--- config.mk ---
export PLATFORM = sky130hd
export DESIGN_NAME = imem_loader_ctrl_flat
export DESIGN_NICKNAME = d
export VERILOG_FILES = /design/src/rtl/imem_loader_ctrl_if.sv /design/src/rtl/imem_loader_ctrl.sv /design/src/flat_wrapper.sv
export SDC_FILE = /design/constraint.sdc
export NUM_CORES = 1
export LEC_CHECK = 0
export ABC_AREA = 0
export CAP_MARGIN = 20
export CORE_MARGIN = 2
export CORE_UTILIZATION = 46
export CTS_CLUSTER_DIAMETER = 100
export DETAILED_ROUTE_END_ITERATION = 7
export GPL_TIMING_DRIVEN = 0
export PLACE_DENSITY_LB_ADDON = 0.15
export SYNTH_ARGS = -nofsm -noshare
export SYNTH_HDL_FRONTEND = slang
export SYNTH_SLANG_ARGS = --single-unit
--- constraint.sdc ---
create_clock -name clk -period 2.73 [get_ports clk]
set_clock_uncertainty 0.15 [all_clocks]
set_input_delay 0.546 -clock clk [delete_from_list [all_inputs] [get_ports clk]]
set_output_delay 0.546 -clock clk [all_outputs]
set_load 0.05 [all_outputs]
--- src/rtl/imem_loader_ctrl_if.sv ---
// Load-command, instruction-stream and imem debug-write bundle for imem_loader_ctrl.
// The controller connects through the slave modport.
// A host/testbench driving commands and the stream uses the master modport.
interface imem_loader_ctrl_if #(
    parameter int INSTRUCTION_LENGTH     = 32,
    parameter int SIMULATION_MEMORY_SIZE = 6
);
    // load command
    logic                              start;
    logic [SIMULATION_MEMORY_SIZE-1:0] base_addr;
    logic [SIMULATION_MEMORY_SIZE-1:0] word_count;
    // instruction word stream
    logic                              in_valid;
    logic [INSTRUCTION_LENGTH-1:0]     in_instr;
    logic                              in_ready;
    // instruction memory debug write port
    logic                              dbg_wr_en;
    logic [SIMULATION_MEMORY_SIZE-1:0] dbg_addr;
    logic [INSTRUCTION_LENGTH-1:0]     dbg_instr;
    // status
    logic                              cpu_stall;
    logic                              busy;
    logic                              done;
    logic                              error;

    modport slave (
        input  start, base_addr, word_count, in_valid, in_instr,
        output in_ready, dbg_wr_en, dbg_addr, dbg_instr, cpu_stall, busy, done, error
    );

    modport master (
        output start, base_addr, word_count, in_valid, in_instr,
        input  in_ready, dbg_wr_en, dbg_addr, dbg_instr, cpu_stall, busy, done, error
    );
endinterface

--- src/rtl/imem_loader_ctrl.sv ---
// Instruction memory loader.
// Takes a (base, count) command, then streams words into consecutive imem
// addresses through the debug write port.
// The CPU is held in stall for the duration of the load.
module imem_loader_ctrl #(
    parameter int XLEN                   = 64,
    parameter int INSTRUCTION_LENGTH     = XLEN / 2,
    parameter int SIMULATION_MEMORY_SIZE = 6
) (
    input  logic              clk,
    input  logic              rst,
    imem_loader_ctrl_if.slave bus
);
    localparam int AW    = SIMULATION_MEMORY_SIZE;
    localparam int DEPTH = 2 ** (AW - 1);
    // DEPTH at AW+1 bits, so it compares directly against the end address.
    localparam logic [AW:0] DEPTH_L = (AW + 1)'(DEPTH);

    typedef enum logic [1:0] {IDLE, LOAD, FLUSH, DONE} state_t;

    state_t                        state_q;
    logic [AW-1:0]                 ptr_q;
    logic [AW-1:0]                 rem_q;
    logic                          wr_en_q;
    logic [AW-1:0]                 addr_q;
    logic [INSTRUCTION_LENGTH-1:0] instr_q;
    logic                          done_q;
    logic                          error_q;

    // One extra bit so a base near the top plus a large count cannot wrap
    // back into range.
    logic [AW:0] end_addr;
    logic        handshake;

    assign end_addr  = {1'b0, bus.base_addr} + {1'b0, bus.word_count};
    assign handshake = bus.in_valid && (state_q == LOAD);

    // Handshake/status flags depend only on the state register.
    // Nothing here reaches back to the inputs combinationally.
    assign bus.in_ready  = (state_q == LOAD);
    assign bus.busy      = (state_q != IDLE);
    assign bus.cpu_stall = (state_q != IDLE);
    assign bus.dbg_wr_en = wr_en_q;
    assign bus.dbg_addr  = addr_q;
    assign bus.dbg_instr = instr_q;
    assign bus.done      = done_q;
    assign bus.error     = error_q;

    // Load sequencer: command acceptance, write pointer, registered debug write, done/error.
    always_ff @(posedge clk or posedge rst) begin
        if (rst) begin
            state_q <= IDLE;
            ptr_q   <= '0;
            rem_q   <= '0;
            wr_en_q <= 1'b0;
            addr_q  <= '0;
            instr_q <= '0;
            done_q  <= 1'b0;
            error_q <= 1'b0;
        end else begin
            wr_en_q <= 1'b0;
            done_q  <= 1'b0;
            unique case (state_q)
                IDLE: begin
                    if (bus.start) begin
                        if (end_addr > DEPTH_L) begin
                            // Rejected: report immediately and never leave IDLE,
                            // so the CPU is not stalled.
                            error_q <= 1'b1;
                            done_q  <= 1'b1;
                        end else if (bus.word_count == '0) begin
                            error_q <= 1'b0;
                            done_q  <= 1'b1;
                            state_q <= DONE;
                        end else begin
                            error_q <= 1'b0;
                            ptr_q   <= bus.base_addr;
                            rem_q   <= bus.word_count;
                            state_q <= LOAD;
                        end
                    end
                end
                LOAD: begin
                    if (handshake) begin
                        wr_en_q <= 1'b1;
                        addr_q  <= ptr_q;
                        instr_q <= bus.in_instr;
                        ptr_q   <= ptr_q + 1'b1;
                        rem_q   <= rem_q - 1'b1;
                        if (rem_q == AW'(1)) state_q <= FLUSH;
                    end
                end
                // The last write is on the debug port during this cycle.
                FLUSH: begin
                    done_q  <= 1'b1;
                    state_q <= DONE;
                end
                DONE: begin
                    state_q <= IDLE;
                end
                default: state_q <= IDLE;
            endcase
        end
    end
endmodule

--- src/flat_wrapper.sv ---
// flat-port wrapper written by rule: the top's interface ports become plain ports
module imem_loader_ctrl_flat 
#(
    parameter int XLEN                   = 64,
    parameter int INSTRUCTION_LENGTH     = XLEN / 2,
    parameter int SIMULATION_MEMORY_SIZE = 6
)
  (clk, rst, bus_start, bus_base_addr, bus_word_count, bus_in_valid, bus_in_instr, bus_in_ready, bus_dbg_wr_en, bus_dbg_addr, bus_dbg_instr, bus_cpu_stall, bus_busy, bus_done, bus_error);
  imem_loader_ctrl_if #(.INSTRUCTION_LENGTH(INSTRUCTION_LENGTH), .SIMULATION_MEMORY_SIZE(SIMULATION_MEMORY_SIZE)) bus_i ();
  input  logic clk;
  input  logic rst;
  input wire logic [$bits(bus_i.start)-1:0] bus_start;
  input wire logic [$bits(bus_i.base_addr)-1:0] bus_base_addr;
  input wire logic [$bits(bus_i.word_count)-1:0] bus_word_count;
  input wire logic [$bits(bus_i.in_valid)-1:0] bus_in_valid;
  input wire logic [$bits(bus_i.in_instr)-1:0] bus_in_instr;
  output wire logic [$bits(bus_i.in_ready)-1:0] bus_in_ready;
  output wire logic [$bits(bus_i.dbg_wr_en)-1:0] bus_dbg_wr_en;
  output wire logic [$bits(bus_i.dbg_addr)-1:0] bus_dbg_addr;
  output wire logic [$bits(bus_i.dbg_instr)-1:0] bus_dbg_instr;
  output wire logic [$bits(bus_i.cpu_stall)-1:0] bus_cpu_stall;
  output wire logic [$bits(bus_i.busy)-1:0] bus_busy;
  output wire logic [$bits(bus_i.done)-1:0] bus_done;
  output wire logic [$bits(bus_i.error)-1:0] bus_error;
  assign bus_i.start = bus_start;
  assign bus_i.base_addr = bus_base_addr;
  assign bus_i.word_count = bus_word_count;
  assign bus_i.in_valid = bus_in_valid;
  assign bus_i.in_instr = bus_in_instr;
  assign bus_in_ready = bus_i.in_ready;
  assign bus_dbg_wr_en = bus_i.dbg_wr_en;
  assign bus_dbg_addr = bus_i.dbg_addr;
  assign bus_dbg_instr = bus_i.dbg_instr;
  assign bus_cpu_stall = bus_i.cpu_stall;
  assign bus_busy = bus_i.busy;
  assign bus_done = bus_i.done;
  assign bus_error = bus_i.error;
  imem_loader_ctrl #(.XLEN(XLEN), .INSTRUCTION_LENGTH(INSTRUCTION_LENGTH), .SIMULATION_MEMORY_SIZE(SIMULATION_MEMORY_SIZE)) u_core (.clk(clk), .rst(rst), .bus(bus_i));
endmodule
==> qor.txt, run 1 <==
Run status: complete, no violations
Nets: 398
Post-synth EDFFs: 0
Endpoints failing hold: 0
Final wirelength: 6430 um
Area contributors post-synth: dfrtp_1, mux2_2, ha_1, inv_1, o22a_1
Num rows: 28
M2 GR Usage: 33.1%
Vias in the first global route: 2113
WP data required: 2.77 ns
Finished layout cell area: 0.00408 mm2
Post-route ant nets: 0
Crit path capture type: register
Worst Setup Path Type: input pin to register
Post-Synthesis Cell Area: 0.00277 mm2
Post-synthesis mux area share: 16.2%
Worst skew pair latency: 0.30 ns
Layout area overhead: 47.3%
Post-Synth Adder-Cell Area: 6.15%
Main combinational cell family by area after synthesis: multiplexers
Pre-CTS setup slack: -0.740 ns
IO buf count: 91
Syn. warnings: 0
Final min period: 2.67 ns
#FFs+latches synth: 55
Area leader, netlist: dfrtp_1
Share of cells above drive strength 1: 25.1%
Layer with the highest usage: met2
Grt met1 use: 25.1%
Hold Crit Depth: 1
DR WL/cell: 15.6 um
DR pass1 iterations: 4
RSZ-0062 raised after global routing: yes
Grt total ovfl: 0
CP Launch Type: input pin
Static Leak: 1.74 nW
Die footprint: 0.00665 mm2
Iter 0 DRT Violations: 79
Setup violators final: 0
Area share of the largest cell type after synthesis: 49.8%
Synth Net Count: 293
Initial antenna violation count: 0
Ant diodes: 0
# IOs: 92
Worst hold path class: register to register
Synth async-reset ratio: 100%
Synth Area in XOR/XNOR: 0.950%
Sinks on the clock net: 55
Clk pin slew, worst setup/hold paths: 0.10 ns
CTS Hold Buffers Added: 0
Commonest cells post-synth: dfrtp_1, mux2_2, inv_1
Power Dens Cells: 1340 mW/mm2
Remaining DRCs: 0
Synth unique cells: 47
Mean Syn Cell Area: 11.9 um2
Critical Path AT: 2.71 ns
Fmax: 375 MHz
Post-Synth Simple-Gate Area: 10.1%
Via/cell ratio: 5.24
GRT Total Usage: 19.6%
Worst hold start: u_core.bus.dbg_instr[8]
Vias: 2166
DP Area: 0.00380 mm2
CTS tree: yes
Reg-to-reg slack, setup: 0.28 ns
Initial Util: 47.3%
Root Buffer Master: clkbuf_8
Max Cap Viol: 0
Sequential area share after synthesis: 49.8%
Ys flop type: dfrtp_1
Fin. max-slew vios: 0
Worst Path Max Fanout: 6
Cts bufs inserted: 5
Die Wd: 81.6 um
Peak supply drop: 0.670 mV
Compound-Gate Fraction of Synth Area: 12.8%
H-Tree Depth: 2
Post-Synthesis Cells: 232
Final worst path period share: 97.7%
Pin count of the biggest net entering global routing: 31
Worst slew pin tran: 0.632 ns
Die Ht: 81.6 um
Worst Slack Setup Final: 0.0618 ns
First-pass GRT wire length: 10100 um
Critical path origin: bus_base_addr[0]
Routability cong.: 0.734
Final HPWL DP: 4610 um
Clk buf depth: 2
R2r startpoint: u_core.state_q[1]
Global Route met3 Usage: 4.29%
Core box area: 0.00585 mm2
Relative max-transition margin: 57.8%
Top-count cell post-synth: dfrtp_1
Fill cells: 438
Worst-case reg-to-reg path depth: 6
-- cell type report --
class	instances	area, um2	share of cell area, %
Inverter	14	52.6	1.29
Buffer	11	61.3	1.50
Sequential cell	55	1380	33.8
Tap cell	75	93.8	2.30
Timing Repair Buffer	97	953	23.4
Clock inverter	2	38.8	0.952
Multi-Input combinational cell	153	1420	34.8
Clock buffer	6	82.6	2.03
-- state kept, by name, indices dropped and copies added (netlist names) --
| signal | flops |
|---|---|
| u_core.bus.dbg_instr | 32 |
| u_core.bus.error | 1 |
| u_core.rem_q | 6 |
| u_core.bus.done | 1 |
| u_core.bus.dbg_addr | 6 |
| u_core.ptr_q | 6 |
| u_core.bus.dbg_wr_en | 1 |
| u_core.state_q | 2 |
-- layer usage --
| layer | wire [um] | vias up | part of all wire (%) |
|---|---|---|---|
| met1 | 2740 | 1048 | 43 |
| li1 | - | 1045 | - |
| met5 | 0 | - | 0 |
| met4 | 110 | 0 | 1.7 |
| met3 | 337 | 10 | 5.2 |
| met2 | 3240 | 63 | 50 |
-- cell families after synthesis --
logic type / Yosys count
DFF: 55
and+or+nand+nor: 52
AOI/OAI and AO/OA: 44
muxes: 40
buffers and inverters: 25
adders and majority gates: 13
xor gates and xnor gates: 3
-- report_power, final --
part | switching [mW] | internal, mW | leakage [nW]
clock | 0.265 | 0.302 | 0.0618
combinational | 2.07 | 1.35 | 1.03
sequential | 0.265 | 1.23 | 0.646
total | 2.60 | 2.88 | 1.74
-- critical path: stages --
cell and delay [ns]:
buf_4 0.10, ha_4 0.12, inv_2 0.04, fa_2 0.36, nand2b_4 0.16, a21oi_4 0.18
xor2_2 0.10, o31ai_4 0.37, a41oi_4 0.25, buf_6 0.21, a211o_1 0.26
-- stage by stage --
| stage | util (%) | hold slack [ns] | TNS [ns] | cells | total power, mW |
|---|---|---|---|---|---|
| after floorplan | - | 0.327 | 0 | 232 | 3.80 |
| after global placement | 64.7 | 0.335 | -29.43 | 398 | 4.74 |
| after detailed placement | 65.0 | 0.342 | -10.29 | 399 | 4.82 |
| after CTS | 69.1 | 0.365 | 0 | 412 | 5.46 |
| after global routing | 69.7 | 0.370 | -0.0383 | 413 | 5.81 |
| final | 69.7 | 0.362 | 0 | 413 | 5.48 |
-- placed cells by master, fill, tap and decap left out, types with 4 or more instances in the layout --
| cell type | synthesis | layout |
|---|---|---|
| a211o_1 | 4 | 4 |
| a31oi_1 | 4 | 4 |
| a21oi_2 | 4 | 5 |
| dfrtp_1 | 55 | 55 |
| nor2_1 | 10 | 9 |
| o21ai_0 | 5 | 5 |
| buf_1 | 4 | 4 |
| dlygate4sd2_1 | 0 | 6 |
| clkbuf_8 | 0 | 6 |
| mux2_2 | 38 | 38 |
| nand2_1 | 12 | 12 |
| buf_4 | 2 | 6 |
| o22a_1 | 6 | 6 |
| buf_6 | 1 | 4 |
| inv_1 | 14 | 12 |
| ha_4 | 0 | 5 |
| ha_1 | 12 | 7 |
| clkdlybuf4s50_1 | 0 | 76 |
| nand3_1 | 7 | 7 |
| nor3b_1 | 4 | 4 |
-- worst paths after layout --
path,endpoint
worst max-delay path,u_core.rem_q[3]
worst min-delay path,u_core.bus.dbg_instr[8]
worst max register to register,u_core.bus.dbg_addr[2]
worst min register to register,u_core.bus.dbg_instr[8]
max in group asynchronous,u_core.rem_q[1]
min in group asynchronous,u_core.bus.dbg_instr[21]
-- timing repair --
item | 4_1_cts | 5_1_grt
gates resized for setup | 27 | 22
pin swaps | 7 | 11
setup buffers | 3 | 1
setup endpoints to repair | 17 | 14
gates cloned | 2 | 0
No activity file was read; power rests on OpenSTA's default activity.
==> run 2: changes to the inputs <==
Settings changed: CELL_PAD_IN_SITES_DETAIL_PLACEMENT set to 0, CELL_PAD_IN_SITES_GLOBAL_PLACEMENT set to 1, CORE_UTILIZATION 46 to 37, CTS_BUF_LIST set to sky130_fd_sc_hd__clkbuf_2 sky130_fd_sc_hd__clkbuf_4 sky130_fd_sc_hd__clkbuf_8.
==> run 2 against run 1 <==
Against the previous run:
- design area increased by 0.68%
- count of clock-buffer cells in the layout is the same
- worst setup slack worse by 0.0035 ns
- die area is 23% higher
- sequential cell count unchanged
- sequential power is essentially flat
- combinational power is essentially flat
- wire length is 4.1% lower
- critical path depth is the same
- clock power is 7.4% lower
- via count decreased by 0.23%
==> qor.txt, run 2 (synthesized netlist as in run 1, its figures left out) <==
Num rows: 31 (+11%)
GRT Total Usage: 15.4% (-4.2 points)
Max Cap Viol: 0 (unchanged)
Core box area: 0.00725 mm2 (+24%)
Sinks on the clock net: 55 (unchanged)
Clk buf depth: 2 (unchanged)
Die footprint: 0.00818 mm2 (+23%)
Via/cell ratio: 4.95 (-5.7%)
Final worst path period share: 97.9% (+0.13 points)
DR WL/cell: 14.1 um (-9.4%)
Run status: complete, no violations
Hold Crit Depth: 1 (unchanged)
Max reg flops: 32 (unchanged)
Cts bufs inserted: 5 (unchanged)
Power Dens Cells: 1320 mW/mm2 (-2.1%)
CTS Hold Buffers Added: 0 (unchanged)
Fin. max-slew vios: 0 (unchanged)
Fmax: 374 MHz (-0.13%)
WHS: 0.358 ns (-0.00366 ns)
Worst hold path class: register to register
Static Leak: 1.73 nW (-0.67%)
Worst-case reg-to-reg path depth: 6 (unchanged)
Area of the multi-input gates: 0.00142 mm2 (+0.53%)
Critical Path AT: 2.71 ns (about the same)
First-pass GRT wire length: 10300 um (+2.7%)
Routability cong.: 0.749 (+2.0%)
Finished layout cell area: 0.00410 mm2 (+0.68%)
Worst slew pin tran: 0.538 ns (-0.0937 ns)
Pin count of the biggest net entering global routing: 41 (+32%)
Share of cells above drive strength 1: 24.3% (-0.89 points)
Final min period: 2.67 ns (+0.00355 ns)
Worst skew pair latency: 0.30 ns (about the same)
CP Launch Type: input pin
WP data required: 2.77 ns (about the same)
Fill cells: 668 (+53%)
Most frequent cells in the layout: clkdlybuf4s50_1, dfrtp_1, mux2_2
Worst Path Max Fanout: 6 (unchanged)
Most common cell after layout, fill and taps aside: clkdlybuf4s50_1
Peak supply drop: 0.631 mV (-5.8%)
Iter 0 DRT Violations: 49 (-38%)
Die Wd: 90.5 um (+11%)
Final HPWL DP: 4570 um (-0.94%)
Setup violators final: 0 (unchanged)
DR pass1 iterations: 4 (unchanged)
Vias: 2161 (-0.23%)
Crit path capture type: register
Initial antenna violation count: 0 (unchanged)
Layout area overhead: 48.3%
Grt total ovfl: 0 (unchanged)
Initial Util: 38.1% (-9.1 points)
# IOs: 92 (unchanged)
Register Area: 0.00138 mm2 (unchanged)
CTS tree: yes
Final wirelength: 6170 um (-4.1%)
Root Buffer Master: clkbuf_8
Post-route ant nets: 0 (unchanged)
DP Area: 0.00383 mm2 (+0.79%)
Nets: 399 (+0.25%)
H-Tree Depth: 2 (unchanged)
Die Ht: 90.5 um (+11%)
Vias in the first global route: 2044 (-3.3%)
Clk pin slew, worst setup/hold paths: 0.09 ns (about the same)
Remaining DRCs: 0 (unchanged)
Endpoints failing hold: 0 (unchanged)
Worst Setup Path Type: input pin to register
Ant diodes: 0 (unchanged)
Relative max-transition margin: 64.1% (+6.3 points)
IO buf count: 91 (unchanged)
run 2: path summary, 6_finish.rpt:
path	startpoint	to	slack (ns)
worst max-delay path	bus_word_count[0]	u_core.rem_q[4]	0.06
worst min-delay path	u_core.bus.dbg_instr[15]	u_core.bus.dbg_instr[15]	0.36
worst max register to register	u_core.state_q[1]	u_core.bus.dbg_instr[0]	0.29
worst min register to register	u_core.bus.dbg_instr[15]	u_core.bus.dbg_instr[15]	0.36
max in group asynchronous	rst	u_core.bus.dbg_instr[4]	1.53
min in group asynchronous	rst	u_core.bus.dbg_instr[13]	0.38
run 2: repair_timing:
| item | in CTS | in global routing |
|---|---|---|
| gates resized for setup | 32 | 11 |
| setup buffers | 3 | 3 |
| gates cloned | 2 | 0 |
| pin swaps | 8 | 7 |
| setup endpoints to repair | 17 | 16 |
run 2: final cells by class:
type / count / share of cell area (%)
timing repair buffer: 99 / 23.5
clock inverter: 1 / 0.732
sequential: 55 / 33.5
clock buffer: 6 / 1.86
tap: 99 / 3.02
buffer: 10 / 1.40
inverter: 14 / 1.28
multi-input combinational: 153 / 34.7
run 2: metal layers:
| metal | track usage, % | up-vias | share of wire, % |
|---|---|---|---|
| li1 | - | 1045 | - |
| met1 | 21.2 | 1056 | 45 |
| met2 | 25.2 | 58 | 50 |
| met3 | 3.42 | 2 | 4.5 |
| met4 | 2.69 | 0 | 0.29 |
| met5 | 0 | - | 0 |
run 2: per-stage QoR:
step	power [mW]	std cells	TNS [ns]	util, %	setup WS, ns
floorplan	3.80	232	0	-	0.0246
global placement	4.77	422	-33.52	52.6	-0.760
detailed placement	4.82	423	-10.38	52.9	-0.744
CTS	5.44	435	0	56.3	0.00942
global route	5.73	437	-0.00750	56.6	-0.00431
finish	5.40	437	0	56.6	0.0583
run 2: power breakdown:
part / internal (mW) / switching, mW / total, mW
Sequential: 1.23 / 0.249 / 1.48
Combinational: 1.34 / 2.05 / 3.39
Clock: 0.279 / 0.245 / 0.525
Total: 2.85 / 2.54 / 5.40
run 2: worst max-delay path, cell delays in order:
cell and delay (ns):
buf_4 0.11, ha_4 0.13, inv_1 0.05, fa_2 0.33
nand2b_4 0.16, a21oi_4 0.18, xor2_2 0.11, o31ai_4 0.37
a41oi_4 0.24, buf_6 0.20, a211o_1 0.28
==> run 3: changes to the inputs <==
Settings changed: PLACE_DENSITY_LB_ADDON 0.15 to 0.2.
==> run 3 against run 2 <==
Against the previous run:
- sequential power about the same
- core utilization fell by 0.43 points
- register-to-register slack worse by 0.04 ns
- combinational power is essentially flat
- worst setup slack gained 0.035 ns
- worst hold slack gained 0.0027 ns
- count of clock-buffer cells in the layout rose by 1
==> qor.txt, run 3 (synthesized netlist as in run 1, its figures left out) <==
Run status: complete, no violations
Power Dens Cells: 1310 mW/mm2 (-0.65%)
Max Cap Viol: 0 (unchanged)
Num rows: 31 (unchanged)
Worst hold path class: register to register
Fin. max-slew vios: 0 (unchanged)
Worst Setup Path Type: input pin to register
Via/cell ratio: 4.96 (+0.37%)
Fill cells: 680 (+1.8%)
DR WL/cell: 14.3 um (+1.6%)
Post-route ant nets: 0 (unchanged)
Placed Cells incl. Taps: 423 (unchanged)
Clk pin slew, worst setup/hold paths: 0.10 ns (about the same)
Critical Path AT: 2.68 ns (-0.03 ns)
Most common cell after layout, fill and taps aside: clkdlybuf4s50_1
Sinks on the clock net: 55 (unchanged)
Remaining DRCs: 0 (unchanged)
Static Leak: 1.72 nW (-0.55%)
Pre-CTS setup slack: -0.768 ns (-0.0242 ns)
Final min period: 2.64 ns (-0.0352 ns)
CTS tree: yes
Die Ht: 90.5 um (unchanged)
H-Tree Depth: 2 (unchanged)
Fin cells: 437 (unchanged)
CP Launch Type: input pin
Setup violators final: 0 (unchanged)
Worst path slowest cell: o31ai_4
Fmax: 379 MHz (+1.3%)
Crit-path most repeated cell: buf_6
Final HPWL DP: 4610 um (+0.97%)
Cts bufs inserted: 5 (unchanged)
Relative max-transition margin: 53.5% (-11 points)
Power Total: 5.32 mW (-1.4%)
Crit-path max cell delay: 0.39 ns (+0.02 ns)
# IOs: 92 (unchanged)
Grt total ovfl: 0 (unchanged)
Final worst path period share: 96.6% (-1.3 points)
DR pass1 iterations: 4 (unchanged)
Iter 0 DRT Violations: 57 (+16%)
Vias in the first global route: 2154 (+5.4%)
Area of the multi-input gates: 0.00140 mm2 (-1.7%)
Ant diodes: 0 (unchanged)
Crit path capture type: register
Register Area: 0.00138 mm2 (unchanged)
Most frequent cells in the layout: clkdlybuf4s50_1, dfrtp_1, mux2_2
IO buf count: 91 (unchanged)
Worst skew pair latency: 0.30 ns (about the same)
Worst slew pin tran: 0.697 ns (+0.159 ns)
Routability cong.: 0.798 (+6.5%)
Vias: 2169 (+0.37%)
Initial antenna violation count: 0 (unchanged)
GRT Total Usage: 15.5% (+0.14 points)
Root Buffer Master: clkbuf_8
Core box area: 0.00725 mm2 (unchanged)
Final wirelength: 6260 um (+1.6%)
Die footprint: 0.00818 mm2 (unchanged)
Layout area overhead: 47.2%
Die Wd: 90.5 um (unchanged)
Pin count of the biggest net entering global routing: 33 (-20%)
Worst Path Max Fanout: 6 (unchanged)
RSZ-0062 raised after global routing: no
Peak supply drop: 0.608 mV (-3.7%)
Clk buf depth: 2 (unchanged)
WP data required: 2.77 ns (about the same)
Share of cells above drive strength 1: 24.9% (+0.59 points)
Crit-path cells: buf_6 -> ha_4 -> inv_2 -> fa_2 -> nand2b_4 -> a21oi_4 -> xor2_2 -> o31ai_4 -> a41oi_4 -> buf_6 -> a211o_1
Max reg flops: 32 (unchanged)
Utilization after layout: 56.1% (-0.43 points)
First-pass GRT wire length: 10500 um (+1.7%)
Buf/Inv on CP: 3 (unchanged)
Worst Slack Setup Final: 0.0935 ns (+0.0352 ns)
Initial Util: 38.1% (unchanged)
Nets: 398 (-0.25%)
CP delay by family, top: compound AO/OA/AOI/OAI gates
Endpoints failing hold: 0 (unchanged)
## run 3: per-layer routing
| metal | GRT usage [%] | part of all wire [%] | wire, um |
|---|---|---|---|
| met5 | 0 | 0 | 0 |
| met4 | 3.46 | 0.81 | 51 |
| met3 | 3.59 | 5.2 | 326 |
| met2 | 26.9 | 49 | 3090 |
| met1 | 19.8 | 45 | 2790 |
## run 3: what timing repair did
action                     CTS  global route
buffers inserted             2             3
pin swaps                    6             9
resized for setup           30            15
hold buffers                 0             0
setup endpoints to repair   17            15
gates cloned                 2             0
## run 3: final timing paths
path                                               from                        to  slack [ns]  cells past startpoint
worst max-delay path                   bus_base_addr[0]           u_core.rem_q[2]        0.09                     11
worst min-delay path            u_core.bus.dbg_instr[5]   u_core.bus.dbg_instr[5]        0.36                      1
worst max register to register        u_core.state_q[1]    u_core.bus.dbg_addr[1]        0.25                      6
worst min register to register  u_core.bus.dbg_instr[5]   u_core.bus.dbg_instr[5]        0.36                      1
max in group asynchronous                           rst    u_core.bus.dbg_addr[3]        1.34                      3
min in group asynchronous                           rst  u_core.bus.dbg_instr[18]        0.51                      2
## run 3: final cells by class
type                            count  area share (%)
Multi-Input combinational cell    153            34.4
Clock inverter                      1           0.215
Clock buffer                        7            2.21
Sequential cell                    55            33.8
Buffer                             10            1.41
Timing Repair Buffer               98            23.6
Tap cell                           99            3.04
Inverter                           14            1.29
## run 3: worst reg2reg max path, cell delays in order (launching register included)
cell	delay [ns]
dfrtp_1	0.36
inv_1	0.08
ha_1	0.28
nand2_1	0.19
buf_1	0.44
buf_1	0.48
mux2_2	0.39
## run 3: report_power, final
group | switching (mW) | internal (mW)
registers | 0.252 | 1.23
logic | 2.03 | 1.33
clock network | 0.259 | 0.218
## run 3: through the flow
stage,cell area (um2),setup TNS (ns),hold WS [ns]
after floorplan,2780,0,0.327
after CTS,4040,0,0.364
after global routing,4070,0,0.382
after detailed placement,3830,-10.90,0.342
final,4070,0,0.361
after global placement,3810,-34.32,0.335
